## src/rtl/vga_timing_receiver_if.sv

```systemverilog
// Sync inputs and regenerated timing outputs of the VGA timing receiver.
// Err_Count_Sig is present only when VGA_RX_ERRCNT_EN is defined.
interface vga_timing_receiver_if;
    localparam int unsigned CW = 11;
    localparam int unsigned EW = 8;

    logic          Pixel_En;
    logic          HSYNC_Sig;
    logic          VSYNC_Sig;
    logic          Ready_Sig;
    logic [CW-1:0] Column_Addr_Sig;
    logic [CW-1:0] Row_Addr_Sig;
    logic          Locked_Sig;
    logic [CW-1:0] H_Total_Sig;
    logic [CW-1:0] V_Total_Sig;
    logic          Frame_Start_Sig;
`ifdef VGA_RX_ERRCNT_EN
    logic [EW-1:0] Err_Count_Sig;
`endif

    // Source side: drives syncs, observes the receiver.
    modport master (
`ifdef VGA_RX_ERRCNT_EN
        input  Err_Count_Sig,
`endif
        output Pixel_En, HSYNC_Sig, VSYNC_Sig,
        input  Ready_Sig, Column_Addr_Sig, Row_Addr_Sig, Locked_Sig,
        input  H_Total_Sig, V_Total_Sig, Frame_Start_Sig
    );

    modport slave (
`ifdef VGA_RX_ERRCNT_EN
        output Err_Count_Sig,
`endif
        input  Pixel_En, HSYNC_Sig, VSYNC_Sig,
        output Ready_Sig, Column_Addr_Sig, Row_Addr_Sig, Locked_Sig,
        output H_Total_Sig, V_Total_Sig, Frame_Start_Sig
    );
endinterface

```

## src/rtl/vga_timing_receiver.sv

```systemverilog
// Measures incoming HSYNC/VSYNC timing, locks onto a stable raster and regenerates
// active-video column/row addresses. Define VGA_RX_ERRCNT_EN for the lock-loss counter.
module vga_timing_receiver #(
    parameter int unsigned H_START     = 144,
    parameter int unsigned H_ACTIVE    = 640,
    parameter int unsigned V_START     = 35,
    parameter int unsigned V_ACTIVE    = 480,
    parameter int unsigned LOCK_FRAMES = 2
) (
    input  logic                  CLK,
    input  logic                  RST,
    vga_timing_receiver_if.slave  bus
);
    localparam int unsigned CW = 11;
    localparam int unsigned MW = 3;
    localparam int unsigned EW = 8;
    localparam logic [CW-1:0] CNT_MAX = '1;
    localparam logic [CW-1:0] H_LO    = CW'(H_START);
    localparam logic [CW-1:0] H_HI    = CW'(H_START + H_ACTIVE);
    localparam logic [CW-1:0] V_LO    = CW'(V_START);
    localparam logic [CW-1:0] V_HI    = CW'(V_START + V_ACTIVE);
    localparam logic [MW-1:0] LOCK_N  = MW'(LOCK_FRAMES);

    typedef enum logic [1:0] {SEARCH, MEASURE, LOCKED} state_e;

    state_e        state_q;
    logic          hs_q, vs_line_q, fs_q, ref_valid_q;
    logic [CW-1:0] h_cnt_q, h_cnt_d, v_cnt_q, v_cnt_d;
    logic [CW-1:0] h_tot_q, v_tot_q, ref_h_q, ref_v_q;
    logic [MW-1:0] match_q;
    logic [CW-1:0] h_len, v_len;
    logic          hs_fall, vs_fall, lost_sync, drop, active;

    assign hs_fall   = bus.Pixel_En & hs_q & ~bus.HSYNC_Sig;
    assign vs_fall   = hs_fall & vs_line_q & ~bus.VSYNC_Sig;
    assign h_len     = h_cnt_q + CW'(1);
    assign v_len     = v_cnt_q + CW'(1);
    assign lost_sync = (h_cnt_q == CNT_MAX) | (v_cnt_q == CNT_MAX);
    assign drop      = (state_q == LOCKED) &
                       (lost_sync | (hs_fall & (h_len != ref_h_q)) | (vs_fall & (v_len != ref_v_q)));

    // Pixel/line counters, saturating so a dead sync is detectable.
    always_comb begin
        h_cnt_d = h_cnt_q;
        v_cnt_d = v_cnt_q;
        if (hs_fall) begin
            h_cnt_d = '0;
            if (vs_fall)
                v_cnt_d = '0;
            else if (v_cnt_q != CNT_MAX)
                v_cnt_d = v_len;
        end else if (bus.Pixel_En && (h_cnt_q != CNT_MAX)) begin
            h_cnt_d = h_len;
        end
    end

    always_ff @(posedge CLK or posedge RST) begin
        if (RST) begin
            hs_q      <= 1'b0;
            vs_line_q <= 1'b0;
            fs_q      <= 1'b0;
            h_cnt_q   <= '0;
            v_cnt_q   <= '0;
            h_tot_q   <= '0;
            v_tot_q   <= '0;
        end else begin
            h_cnt_q <= h_cnt_d;
            v_cnt_q <= v_cnt_d;
            fs_q    <= vs_fall;
            if (bus.Pixel_En) hs_q <= bus.HSYNC_Sig;
            if (hs_fall) begin
                h_tot_q   <= h_len;
                vs_line_q <= bus.VSYNC_Sig;
            end
            if (vs_fall) v_tot_q <= v_len;
        end
    end

    // Lock FSM: a reference frame plus LOCK_FRAMES identical frames are needed to lock.
    always_ff @(posedge CLK or posedge RST) begin
        if (RST) begin
            state_q     <= SEARCH;
            ref_h_q     <= '0;
            ref_v_q     <= '0;
            ref_valid_q <= 1'b0;
            match_q     <= '0;
        end else if (lost_sync || drop) begin
            state_q     <= SEARCH;
            ref_valid_q <= 1'b0;
            match_q     <= '0;
        end else begin
            unique case (state_q)
                SEARCH: begin
                    ref_valid_q <= 1'b0;
                    match_q     <= '0;
                    if (vs_fall) state_q <= MEASURE;
                end
                MEASURE: begin
                    if (vs_fall) begin
                        if (ref_valid_q && (h_len == ref_h_q) && (v_len == ref_v_q)) begin
                            match_q <= MW'(match_q + MW'(1));
                            if (MW'(match_q + MW'(1)) == LOCK_N) state_q <= LOCKED;
                        end else begin
                            ref_h_q     <= h_len;
                            ref_v_q     <= v_len;
                            ref_valid_q <= 1'b1;
                            match_q     <= '0;
                        end
                    end
                end
                LOCKED:  state_q <= LOCKED;
                default: state_q <= SEARCH;
            endcase
        end
    end

    assign active = (state_q == LOCKED) &
                    (h_cnt_q >= H_LO) & (h_cnt_q < H_HI) &
                    (v_cnt_q >= V_LO) & (v_cnt_q < V_HI);

    assign bus.Ready_Sig       = active;
    assign bus.Column_Addr_Sig = active ? CW'(h_cnt_q - H_LO) : '0;
    assign bus.Row_Addr_Sig    = active ? CW'(v_cnt_q - V_LO) : '0;
    assign bus.Locked_Sig      = (state_q == LOCKED);
    assign bus.H_Total_Sig     = h_tot_q;
    assign bus.V_Total_Sig     = v_tot_q;
    assign bus.Frame_Start_Sig = fs_q;

`ifdef VGA_RX_ERRCNT_EN
    logic [EW-1:0] err_q;

    // Counts lock losses; only RST clears it.
    always_ff @(posedge CLK or posedge RST) begin
        if (RST)
            err_q <= '0;
        else if (drop && (err_q != '1))
            err_q <= EW'(err_q + EW'(1));
    end

    assign bus.Err_Count_Sig = err_q;
`endif
endmodule

```

## src/flat_wrapper.sv

```systemverilog
// flat-port wrapper written by rule: the top's interface ports become plain ports
module vga_timing_receiver_flat 
#(
    parameter int unsigned H_START     = 144,
    parameter int unsigned H_ACTIVE    = 640,
    parameter int unsigned V_START     = 35,
    parameter int unsigned V_ACTIVE    = 480,
    parameter int unsigned LOCK_FRAMES = 2
)
  (CLK, RST, bus_Pixel_En, bus_HSYNC_Sig, bus_VSYNC_Sig, bus_Ready_Sig, bus_Column_Addr_Sig, bus_Row_Addr_Sig, bus_Locked_Sig, bus_H_Total_Sig, bus_V_Total_Sig, bus_Frame_Start_Sig);
  vga_timing_receiver_if bus_i ();
  input  logic CLK;
  input  logic RST;
  input wire logic [$bits(bus_i.Pixel_En)-1:0] bus_Pixel_En;
  input wire logic [$bits(bus_i.HSYNC_Sig)-1:0] bus_HSYNC_Sig;
  input wire logic [$bits(bus_i.VSYNC_Sig)-1:0] bus_VSYNC_Sig;
  output wire logic [$bits(bus_i.Ready_Sig)-1:0] bus_Ready_Sig;
  output wire logic [$bits(bus_i.Column_Addr_Sig)-1:0] bus_Column_Addr_Sig;
  output wire logic [$bits(bus_i.Row_Addr_Sig)-1:0] bus_Row_Addr_Sig;
  output wire logic [$bits(bus_i.Locked_Sig)-1:0] bus_Locked_Sig;
  output wire logic [$bits(bus_i.H_Total_Sig)-1:0] bus_H_Total_Sig;
  output wire logic [$bits(bus_i.V_Total_Sig)-1:0] bus_V_Total_Sig;
  output wire logic [$bits(bus_i.Frame_Start_Sig)-1:0] bus_Frame_Start_Sig;
  assign bus_i.Pixel_En = bus_Pixel_En;
  assign bus_i.HSYNC_Sig = bus_HSYNC_Sig;
  assign bus_i.VSYNC_Sig = bus_VSYNC_Sig;
  assign bus_Ready_Sig = bus_i.Ready_Sig;
  assign bus_Column_Addr_Sig = bus_i.Column_Addr_Sig;
  assign bus_Row_Addr_Sig = bus_i.Row_Addr_Sig;
  assign bus_Locked_Sig = bus_i.Locked_Sig;
  assign bus_H_Total_Sig = bus_i.H_Total_Sig;
  assign bus_V_Total_Sig = bus_i.V_Total_Sig;
  assign bus_Frame_Start_Sig = bus_i.Frame_Start_Sig;
  vga_timing_receiver #(.H_START(H_START), .H_ACTIVE(H_ACTIVE), .V_START(V_START), .V_ACTIVE(V_ACTIVE), .LOCK_FRAMES(LOCK_FRAMES)) u_core (.CLK(CLK), .RST(RST), .bus(bus_i));
endmodule
```

## config.mk

```make
export PLATFORM = sky130hd
export DESIGN_NAME = vga_timing_receiver_flat
export DESIGN_NICKNAME = d
export VERILOG_FILES = /design/src/rtl/vga_timing_receiver_if.sv /design/src/rtl/vga_timing_receiver.sv /design/src/flat_wrapper.sv
export SDC_FILE = /design/constraint.sdc
export NUM_CORES = 1
export LEC_CHECK = 0
export CAP_MARGIN = 20
export CORE_ASPECT_RATIO = 1.25
export CORE_MARGIN = 5
export CORE_UTILIZATION = 30
export CTS_CLUSTER_SIZE = 8
export DETAILED_ROUTE_END_ITERATION = 7
export GPL_TIMING_DRIVEN = 1
export HOLD_SLACK_MARGIN = 0.02
export PLACE_DENSITY_LB_ADDON = 0.05
export SYNTH_ARGS = -nofsm -noshare
export SYNTH_HDL_FRONTEND = slang
export SYNTH_SLANG_ARGS = --single-unit
export TNS_END_PERCENT = 30
```

## constraint.sdc

```tcl
create_clock -name CLK -period 6.1 [get_ports CLK]
set_input_delay 1.83 -clock CLK [delete_from_list [all_inputs] [get_ports CLK]]
set_output_delay 1.83 -clock CLK [all_outputs]
set_load 0.01 [all_outputs]
```

* Word level (Yosys, flattened, before mapping) *
Index checks and enable logic that the tools add are counted.

storage, ports and cells
  register bits after elaboration = 75
  latch bits = 0
  bits in writable memories = 0
  ROM bits = 0
  bits of input ports = 5
  output and inout port bits = 47
  word-level logic and storage cells = 88
  memories kept = 0

operators by class
  $add $sub $neg = 5
  multiply operators = 0
  divide/modulo/power cells = 0
  magnitude comparators = 4
  equality and inequality tests = 16
  shift-type cells = 0
  multiplexer cells = 20
  bitwise logic cells = 18
  reductions and logical operators = 13

operator list
  kind                                                   count
  two-way mux 11 bit                                     6
  adder 11 x 1 -> 11 bit, second input constant          2
  == test 11 bit                                         2
  == test 11 bit, second input constant                  2
  < comparator 11 x 10 -> 1 bit, second input constant   2
  inequality test 11 bit                                 2
  inequality test 11 bit, second input constant          2
  inequality test 3 x 1 -> 1 bit, second input constant  4
  bitwise AND 1 bit                                      11
  >= comparator 11 x 6 -> 1 bit, second input constant   1
  >= comparator 11 x 8 -> 1 bit, second input constant   1
  subtractor 11 x 6 -> 11 bit, second input constant     1
  subtractor 11 x 8 -> 11 bit, second input constant     1
  two-way mux 2 bit                                      5
  two-way mux 3 bit                                      3
  AND reduction 4 bit                                    2
  case mux 2 bit (3 select lines)                        1
  case mux 3 bit (2 select lines)                        1
  NOT 1 bit                                              4
  AND reduction 2 bit                                    2
  nonzero test 2 bit                                     2
  adder 3 x 1 -> 3 bit, second input constant            1
  == test 3 x 2 -> 1 bit, second input constant          1
  logical AND 1 bit                                      3
  10 further kinds                                       14

* Logic depth before layout (Yosys ltp) *
Gate-level depths: netlist of run 1.

  depth after elaboration = 10
  depth in mapped cells = 11
  gate-level depth less buffers = 9

* Worst setup path before layout of run 1 *
Ideal clock, no wire load.

  kind = reg-to-output
  start = register u_core.v_cnt_q[8]
  end = output port bus_Column_Addr_Sig[6]
  arrival = 1.916 ns
  data required time = 4.270 ns
  path slack = 2.354 ns
  stages on the path, launching flop included = 8
  buffers on the path = 2
  cells stage by stage = dfrtp_1 buf_4 or3_1 o31ai_1 nand3_1 nand3b_1 clkbuf_1 nor2_1

on the way
  longest elaborated chain between the ends = 4
  elaborated cells between the ends (all ways) = 5
  classes of those cells = order compare (2); mux (1); bitwise (2)

RTL lines
  item                           line                        RTL
  start, declared                vga_timing_receiver.sv:28   logic [CW-1:0] h_cnt_q, h_cnt_d, v_cnt_q, v_cnt_d;
  start signal, assigned         vga_timing_receiver.sv:68   v_cnt_q <= v_cnt_d;
  >= comparator 11 x 6 -> 1 bit  vga_timing_receiver.sv:119  (v_cnt_q >= V_LO) & (v_cnt_q < V_HI);
  bitwise AND 1 bit              vga_timing_receiver.sv:118  (h_cnt_q >= H_LO) & (h_cnt_q < H_HI) &
  bitwise AND 1 bit (*)          vga_timing_receiver.sv:119
  two-way mux 11 bit (*)         vga_timing_receiver.sv:122  assign bus.Column_Addr_Sig = active ? CW'(h_cnt_q - H_LO) : '0;
  end, declared                  flat_wrapper.sv:18          output wire logic [$bits(bus_i.Column_Addr_Sig)-1:0] bus_Column_Addr_Sig;

Every way passes the cells marked *; elsewhere a longest branch is shown, timed or not.

* Final worst setup path of run 1 *
  start = register u_core.v_cnt_q[2]
  end = output port bus_Column_Addr_Sig[7]

Same word-level chain as after synthesis.

==> qor.csv, run 1 <==
stage,metric,value,unit
global_route,All-Layer GR Usage,0.145,
worst_setup_path,CP Launch Type,flop,
placed_design,post-DP HPWL,8860,um
run,Max Cap Viol,0,
yosys,synthesis-stage register bit count,75,
yosys,Post-synth EDFFs,0,
yosys,complex-gate fraction of the synthesized area,0.110,
worst_setup_path,crit path DAT,3.45,ns
die,Row Count,50,
yosys,Post-Syn Instances,501,
drt,starting DRC count in detailed routing,174,
yosys,"Async S/R FF share, synth",1.00,
sta,unrepaired setup endpoints after global routing,no,
drt,drt wl/cell,16.9,um
drt,total wire length,12200,um
yosys,post-synthesis mux area share,0.0648,
yosys,Yosys top cell area share,0.410,
worst_setup_path,CP max stage delay,0.71,ns
sta,final hold violation count,0,
die,core area,15000,um^2
drt,drt via density,4.85,
yosys,Main synth FF type,dfrtp_1,
die,I/O Pins,52,
placed_design,GPL Wtd Cong,0.791,
layout,area grow syn2layout,19.6,%
sta,setup_tns,0,ns
drt,Remaining DRCs,0,
yosys,Synth Net Count,516,
yosys,post-synthesis adder-cell area fraction,0.0274,
run_status,run status,"finished, final reports clean",
die,initial core utilization,0.306,
cts,Worst-path clk slew,0.06,ns
drt,Routed Antenna Nets,0,
pwr,total power,1.72,mW
drt,DRT Pass-1 Iters,4,
pwr,peak supply drop,0.189,mV
placed_design,Port Buf Inserts,51,
yosys,post-synthesis sequential area ratio,0.410,
worst_setup_path,crit end category,primary output,
cts,Max H-tree Level,3,
sta,slew margin rel.,0.392,
sta,final worst path period share,0.865,
worst_setup_path,Critical Path RT,4.27,ns
yosys,Mapped Area,4570,um^2
layout,filler cell count,1540,
yosys,"Warnings, synthesis",0,
sta,Max Slew Vio Count,0,
global_route,gr ovfl total,0,
worst_setup_path,crit-path cells,a21oi_1 > nand2_1 > o31ai_1 > nand3_1 > nand3b_1 > nor3_1 > clkdlybuf4s50_1,
pwr,P_leak,2.49,nW
yosys,Synth top cells by count,"dfrtp_1, nand2_1, nor2_1",
worst_setup_path,Crit-path slowest cell,nand3b_1,
yosys,Post-Synth Simple-Gate Area,0.205,
cts,Clock Sinks,75,
cts,# resized after CTS,0,
sta,clk_skew,0.00891,ns
cts,root buffer cell,clkbuf_16,
yosys,XOR/XNOR Fraction of Synth Area,0.123,
worst_setup_path,worst path bufs/invs,1,
yosys,most common cell in the netlist,dfrtp_1,
worst_setup_path,Setup CP Type,reg -> out,
die,DIE HEIGHT,148,um
drt,DR vias,3514,
min_path,hold crit path type,reg -> reg,
yosys,Cell variety after synth,55,
cts,deepest clock path buffer count,2,
sta,Final min period,5.28,ns
global_route,initial antenna violation count,0,
sta,# setup viols final,0,
yosys,synth top area cells,"dfrtp_1, xnor2_1, nand2_1, nor2_1, xor2_1",
layout,number of inserted diodes,0,
cts,Post-CTS Hold Buffers,0,
cts,CTS tree,done,
layout,# nets final,553,
global_route,first-pass GRT wire length,20100,um
cts,Setup Buffers After CTS,0,
layout,share of cells above drive strength 1,0.0829,
cts,total CTS buffers,9,
yosys,Yosys top cell by area,dfrtp_1,
die,Die Area,17800,um^2
global_route,pin count of the biggest net entering global routing,49,
die,Die X,120,um
pwr,Pwr Density,315,nW/um^2
cts,worst-skew pair later-pin latency,0.35,ns
worst_setup_path,crit-path max FO,19,
yosys,largest family of logic cells by synthesized area,simple AND/OR/NAND/NOR gates,
yosys,"Avg Cell Area, Syn",9.13,um^2
global_route,number of global-route vias before repair,3615,
worst_setup_path,Crit path max-delay family,simple AND/OR/NAND/NOR gates,
sta,f_max,0.190,GHz
sta,Tightest Pin Transition,0.903,ns
-- worst paths after layout --
kind / startpoint / endpoint / slack [ns] / cells after the start
worst max register to register: u_core.v_cnt_q[0] / u_core.ref_h_q[8] / 2.31 / 10
worst min register to register: u_core.bus.H_Total_Sig[6] / u_core.bus.H_Total_Sig[6] / 0.47 / 2
max in group asynchronous: RST / u_core.bus.V_Total_Sig[5] / 3.24 / 3
worst min-delay path: u_core.bus.H_Total_Sig[6] / u_core.bus.H_Total_Sig[6] / 0.47 / 2
worst max-delay path: u_core.v_cnt_q[2] / bus_Column_Addr_Sig[7] / 0.82 / 7
min in group asynchronous: RST / u_core.h_cnt_q[10] / 1.96 / 2
-- layout make-up --
| type | count | area, um^2 | area share |
|---|---|---|---|
| clock buffers | 12 | 267 | 0.0487 |
| multi-input cells | 369 | 2430 | 0.444 |
| inverters | 28 | 106 | 0.0194 |
| repair buffers | 55 | 541 | 0.0988 |
| flip-flops and latches | 75 | 1880 | 0.343 |
| well taps | 182 | 228 | 0.0416 |
| clock inverters | 4 | 23.8 | 0.00435 |
-- logic make-up (layout without fill, tap and decap cells) --
kind of cell             after synthesis  in the layout
multiplexers                          26             26
flip-flops                            75             75
buffers and inverters                 57             99
AND/OR/NAND/NOR                      195            195
XOR/XNOR                              61             61
adder cells (fa/ha/maj)               10             10
AO/OA/AOI/OAI                         77             77
-- tightest hold or removal path: stages, from the launching register on --
cell,delay (ns)
dfrtp_1,0.34
nand2_1,0.05
nand2_1,0.05
-- state kept, by name (all words and copies together) (netlist names) --
signal                      cells
u_core.v_cnt_q                 11
u_core.ref_h_q                 11
u_core.hs_q                     1
u_core.h_cnt_q                 11
u_core.bus.H_Total_Sig         11
u_core.match_q                  3
u_core.bus.V_Total_Sig         11
u_core.state_q                  2
u_core.bus.Frame_Start_Sig      1
u_core.ref_v_q                 11
u_core.vs_line_q                1
u_core.ref_valid_q              1
-- report_power, final --
group / total (mW) / leakage, nW / internal, mW / switching [mW]
Clock: 0.525 / 0.148 / 0.307 / 0.217
Sequential: 0.701 / 0.940 / 0.596 / 0.106
Combinational: 0.498 / 1.40 / 0.246 / 0.251
-- routing by layer --
metal  up-vias  share of wire  global-route usage
met2        48           0.52               0.253
met1      1696           0.44               0.175
met5         -              0                   0
li1       1753              -                   -
met3        17          0.026              0.0236
met4         0          0.021              0.0635
-- stage by stage --
step,instance area (um^2),instances,utilization,worst slack (ns),hold WS (ns)
after floorplan,4570,501,-,2.35,0.438
after global placement,5180,709,0.346,1.27,0.457
after global routing,5470,725,0.366,0.617,0.502
after detailed placement,5180,709,0.346,1.22,0.462
final,5470,725,0.366,0.823,0.472
after CTS,5470,725,0.366,0.832,0.478
-- layout by cell type (no fill, tap or decap), types with 3 or more instances in the layout --
| master | count |
|---|---|
| a21oi_1 | 26 |
| nor3_2 | 3 |
| ha_1 | 10 |
| mux2_2 | 5 |
| or3_1 | 7 |
| nor2b_1 | 3 |
| nor4_1 | 4 |
| nor2_1 | 63 |
| nand4_1 | 5 |
| o21ai_0 | 20 |
| and2_1 | 9 |
| mux2i_1 | 15 |
| o21a_1 | 3 |
| buf_4 | 4 |
| clkdlybuf4s50_1 | 51 |
| xor2_1 | 21 |
| inv_1 | 27 |
| clkinv_2 | 4 |
| o31ai_1 | 3 |
| dfrtp_1 | 75 |
| clkbuf_8 | 3 |
| nand2b_1 | 6 |
| a22o_1 | 3 |
| xnor2_1 | 38 |
| nand3_1 | 8 |
| nor3_1 | 8 |
| a21o_1 | 3 |
| clkbuf_16 | 9 |
| nand2_1 | 67 |
| mux2_4 | 6 |
Power figures use the tool's default switching activity.
==> run 2: changes to the inputs <==
- CAP_MARGIN: 20 -> default
- CTS_CLUSTER_DIAMETER: default -> 30
- SKIP_CTS_REPAIR_TIMING: default -> 1
==> results of run 2 <==
The final DEF is identical to that of run 1; final timing and power are the same.
==> run 3: changes to the inputs <==
- CTS_CLUSTER_DIAMETER: 30 -> 40
- clock period: 6.1 -> 4.46 ns (I/O delays scaled with it)
==> run 3 against run 2 <==
Net effect: wire length grew 2.5%; worst hold slack got worse by 0.00082 ns; sequential share of layout area is 0.49 points lower; sequential power up 34%; total power grew 37%; cell count increased by 1.1%; combinational power increased by 46%; critical endpoint is now bus_Row_Addr_Sig[10].
==> qor.csv, run 3 (same netlist as run 1, synthesis figures left out) <==
stage,metric,value,unit,change
die,Die Area,17800,um^2,unchanged
pwr,total power,2.36,mW,+37%
drt,total wire length,12600,um,+2.5%
sta,# setup viols final,0,,unchanged
worst_setup_path,crit end category,primary output,,
drt,Remaining DRCs,0,,unchanged
worst_setup_path,Setup CP Type,reg -> out,,
placed_design,Port Buf Inserts,51,,unchanged
placed_design,post-DP HPWL,9070,um,+2.4%
cts,Max H-tree Level,3,,unchanged
layout,number of inserted diodes,0,,unchanged
cts,total CTS buffers,9,,unchanged
layout,"most common cell after layout, fill and taps aside",dfrtp_1,,
placed_design,pre-CTS setup slack,0.580,ns,-0.644 ns
cts,Clock Sinks,75,,unchanged
die,initial core utilization,0.306,,unchanged
sta,setup_tns,0,ns,unchanged
global_route,first-pass GRT wire length,20700,um,+3.0%
sta,Tightest Pin Transition,0.890,ns,-0.0130 ns
global_route,gr ovfl total,0,,unchanged
run_status,run status,"finished, final reports clean",,
worst_setup_path,crit-path cells,ha_1 > o41ai_1 > nand2_1 > xnor2_1 > nor2_1 > clkdlybuf4s50_1,,
min_path,Hold Startpoint,u_core.vs_line_q,,
global_route,initial antenna violation count,0,,unchanged
drt,drt via density,4.80,,-0.89%
worst_setup_path,Crit-path slowest cell,o41ai_1,,
cts,root buffer cell,clkbuf_16,,
min_path,hold crit path type,reg -> reg,,
sta,unrepaired setup endpoints after global routing,yes,,
placed_design,Cell Count Post-Placement,719,,+1.4%
worst_setup_path,RR Startpoint,u_core.v_cnt_q[0],,
cts,worst-skew pair later-pin latency,0.35,ns,about the same
die,I/O Pins,52,,unchanged
sta,f_max,0.236,GHz,
placed_design,GPL Wtd Cong,0.838,,+5.9%
die,Die X,120,um,unchanged
die,DIE HEIGHT,148,um,unchanged
sta,clk_skew,0.00834,ns,-0.000561 ns
layout,Register Area,1880,um^2,unchanged
worst_setup_path,crit path DAT,2.90,ns,-0.55 ns
worst_setup_path,worst path bufs/invs,1,,unchanged
worst_setup_path,CP Launch Point,u_core.v_cnt_q[0],,
sta,final hold violation count,0,,unchanged
worst_setup_path,Crit path max-delay family,compound AO/OA/AOI/OAI gates,,
drt,drt wl/cell,17.1,um,+1.4%
worst_setup_path,Critical Path RT,3.12,ns,-1.15 ns
die,core area,15000,um^2,unchanged
layout,share of cells above drive strength 1,0.0944,,+0.0115
cts,CTS tree,done,,
global_route,number of global-route vias before repair,3701,,+2.4%
drt,Routed Antenna Nets,0,,unchanged
layout,"commonest cells after routing, fill and taps aside","dfrtp_1, nand2_1, nor2_1",,
worst_setup_path,crit-path max FO,10,,-9
global_route,All-Layer GR Usage,0.150,,+0.00480
sta,Max Slew Vio Count,0,,unchanged
global_route,pin count of the biggest net entering global routing,44,,-10%
drt,DRT Pass-1 Iters,4,,unchanged
layout,filler cell count,1550,,+0.65%
worst_setup_path,CP max stage delay,0.67,ns,-0.04 ns
sta,Final min period,4.24,ns,
cts,Worst-path clk slew,0.06,ns,about the same
sta,fin worst setup slack,0.222,ns,-0.601 ns
run,Max Cap Viol,0,,unchanged
layout,# nets final,563,,+1.8%
layout,Non-Filler Instances,733,,+1.1%
sta,final worst path period share,0.950,,
layout,area grow syn2layout,21.3,%,
pwr,Pwr Density,425,nW/um^2,+35%
layout,area of the multi-input gates,2430,um^2,unchanged
pwr,P_leak,2.53,nW,+1.7%
pwr,peak supply drop,0.182,mV,-3.9%
drt,starting DRC count in detailed routing,127,,-27%
cts,deepest clock path buffer count,2,,unchanged
worst_setup_path,CP Launch Type,flop,,
drt,DR vias,3521,,+0.20%
die,Row Count,50,,unchanged
sta,slew margin rel.,0.400,,+0.00878
[run 3: path summary, 6_finish.rpt]
kind / end / slack (ns) / cells past startpoint
max in group asynchronous: u_core.state_q[1] / 2.43 / 3
hold / removal: u_core.vs_line_q / 0.47 / 2
hold reg to reg: u_core.vs_line_q / 0.47 / 2
min in group asynchronous: u_core.ref_h_q[3] / 1.37 / 2
setup reg to reg: u_core.ref_h_q[1] / 0.85 / 10
setup / recovery: bus_Row_Addr_Sig[10] / 0.22 / 6
[run 3: power by group]
| part | switching, mW | internal [mW] |
|---|---|---|
| sequential | 0.123 | 0.815 |
| clock | 0.290 | 0.400 |
| combinational | 0.376 | 0.351 |
| total | 0.789 | 1.57 |
[run 3: area by class of cell]
type / instances / area share
flip-flops and latches: 75 / 0.338
clock buffers: 12 / 0.0462
multi-input cells: 369 / 0.438
clock inverters: 2 / 0.00226
well taps: 182 / 0.0410
inverters: 28 / 0.0192
repair buffers: 65 / 0.115
[run 3: worst register-to-register path: cells and delay by family, from the launching register on]
| kind | cells | cell delay (ns) |
|---|---|---|
| AOI/OAI and AO/OA | 2 | 0.46 |
| xor gates and xnor gates | 1 | 0.29 |
| adders and majority gates | 1 | 0.43 |
| buffers and inverters | 1 | 0.31 |
| DFF | 1 | 0.54 |
| muxes | 1 | 0.29 |
| and+or+nand+nor | 4 | 1.17 |
[run 3: layer usage]
metal  vias up  GRT usage  share of wire
met4         0     0.0720          0.028
li1       1776          -              -
met2        51      0.263           0.51
met3        18     0.0221          0.024
met5         -          0              0
met1      1676      0.178           0.44
[run 3: per-stage QoR]
stage / util / cell area [um^2] / hold slack, ns
floorplan: - / 4570 / 0.438
global route: 0.371 / 5550 / 0.505
CTS: 0.371 / 5550 / 0.477
detailed placement: 0.353 / 5280 / 0.462
global placement: 0.353 / 5280 / 0.454
finish: 0.371 / 5550 / 0.471
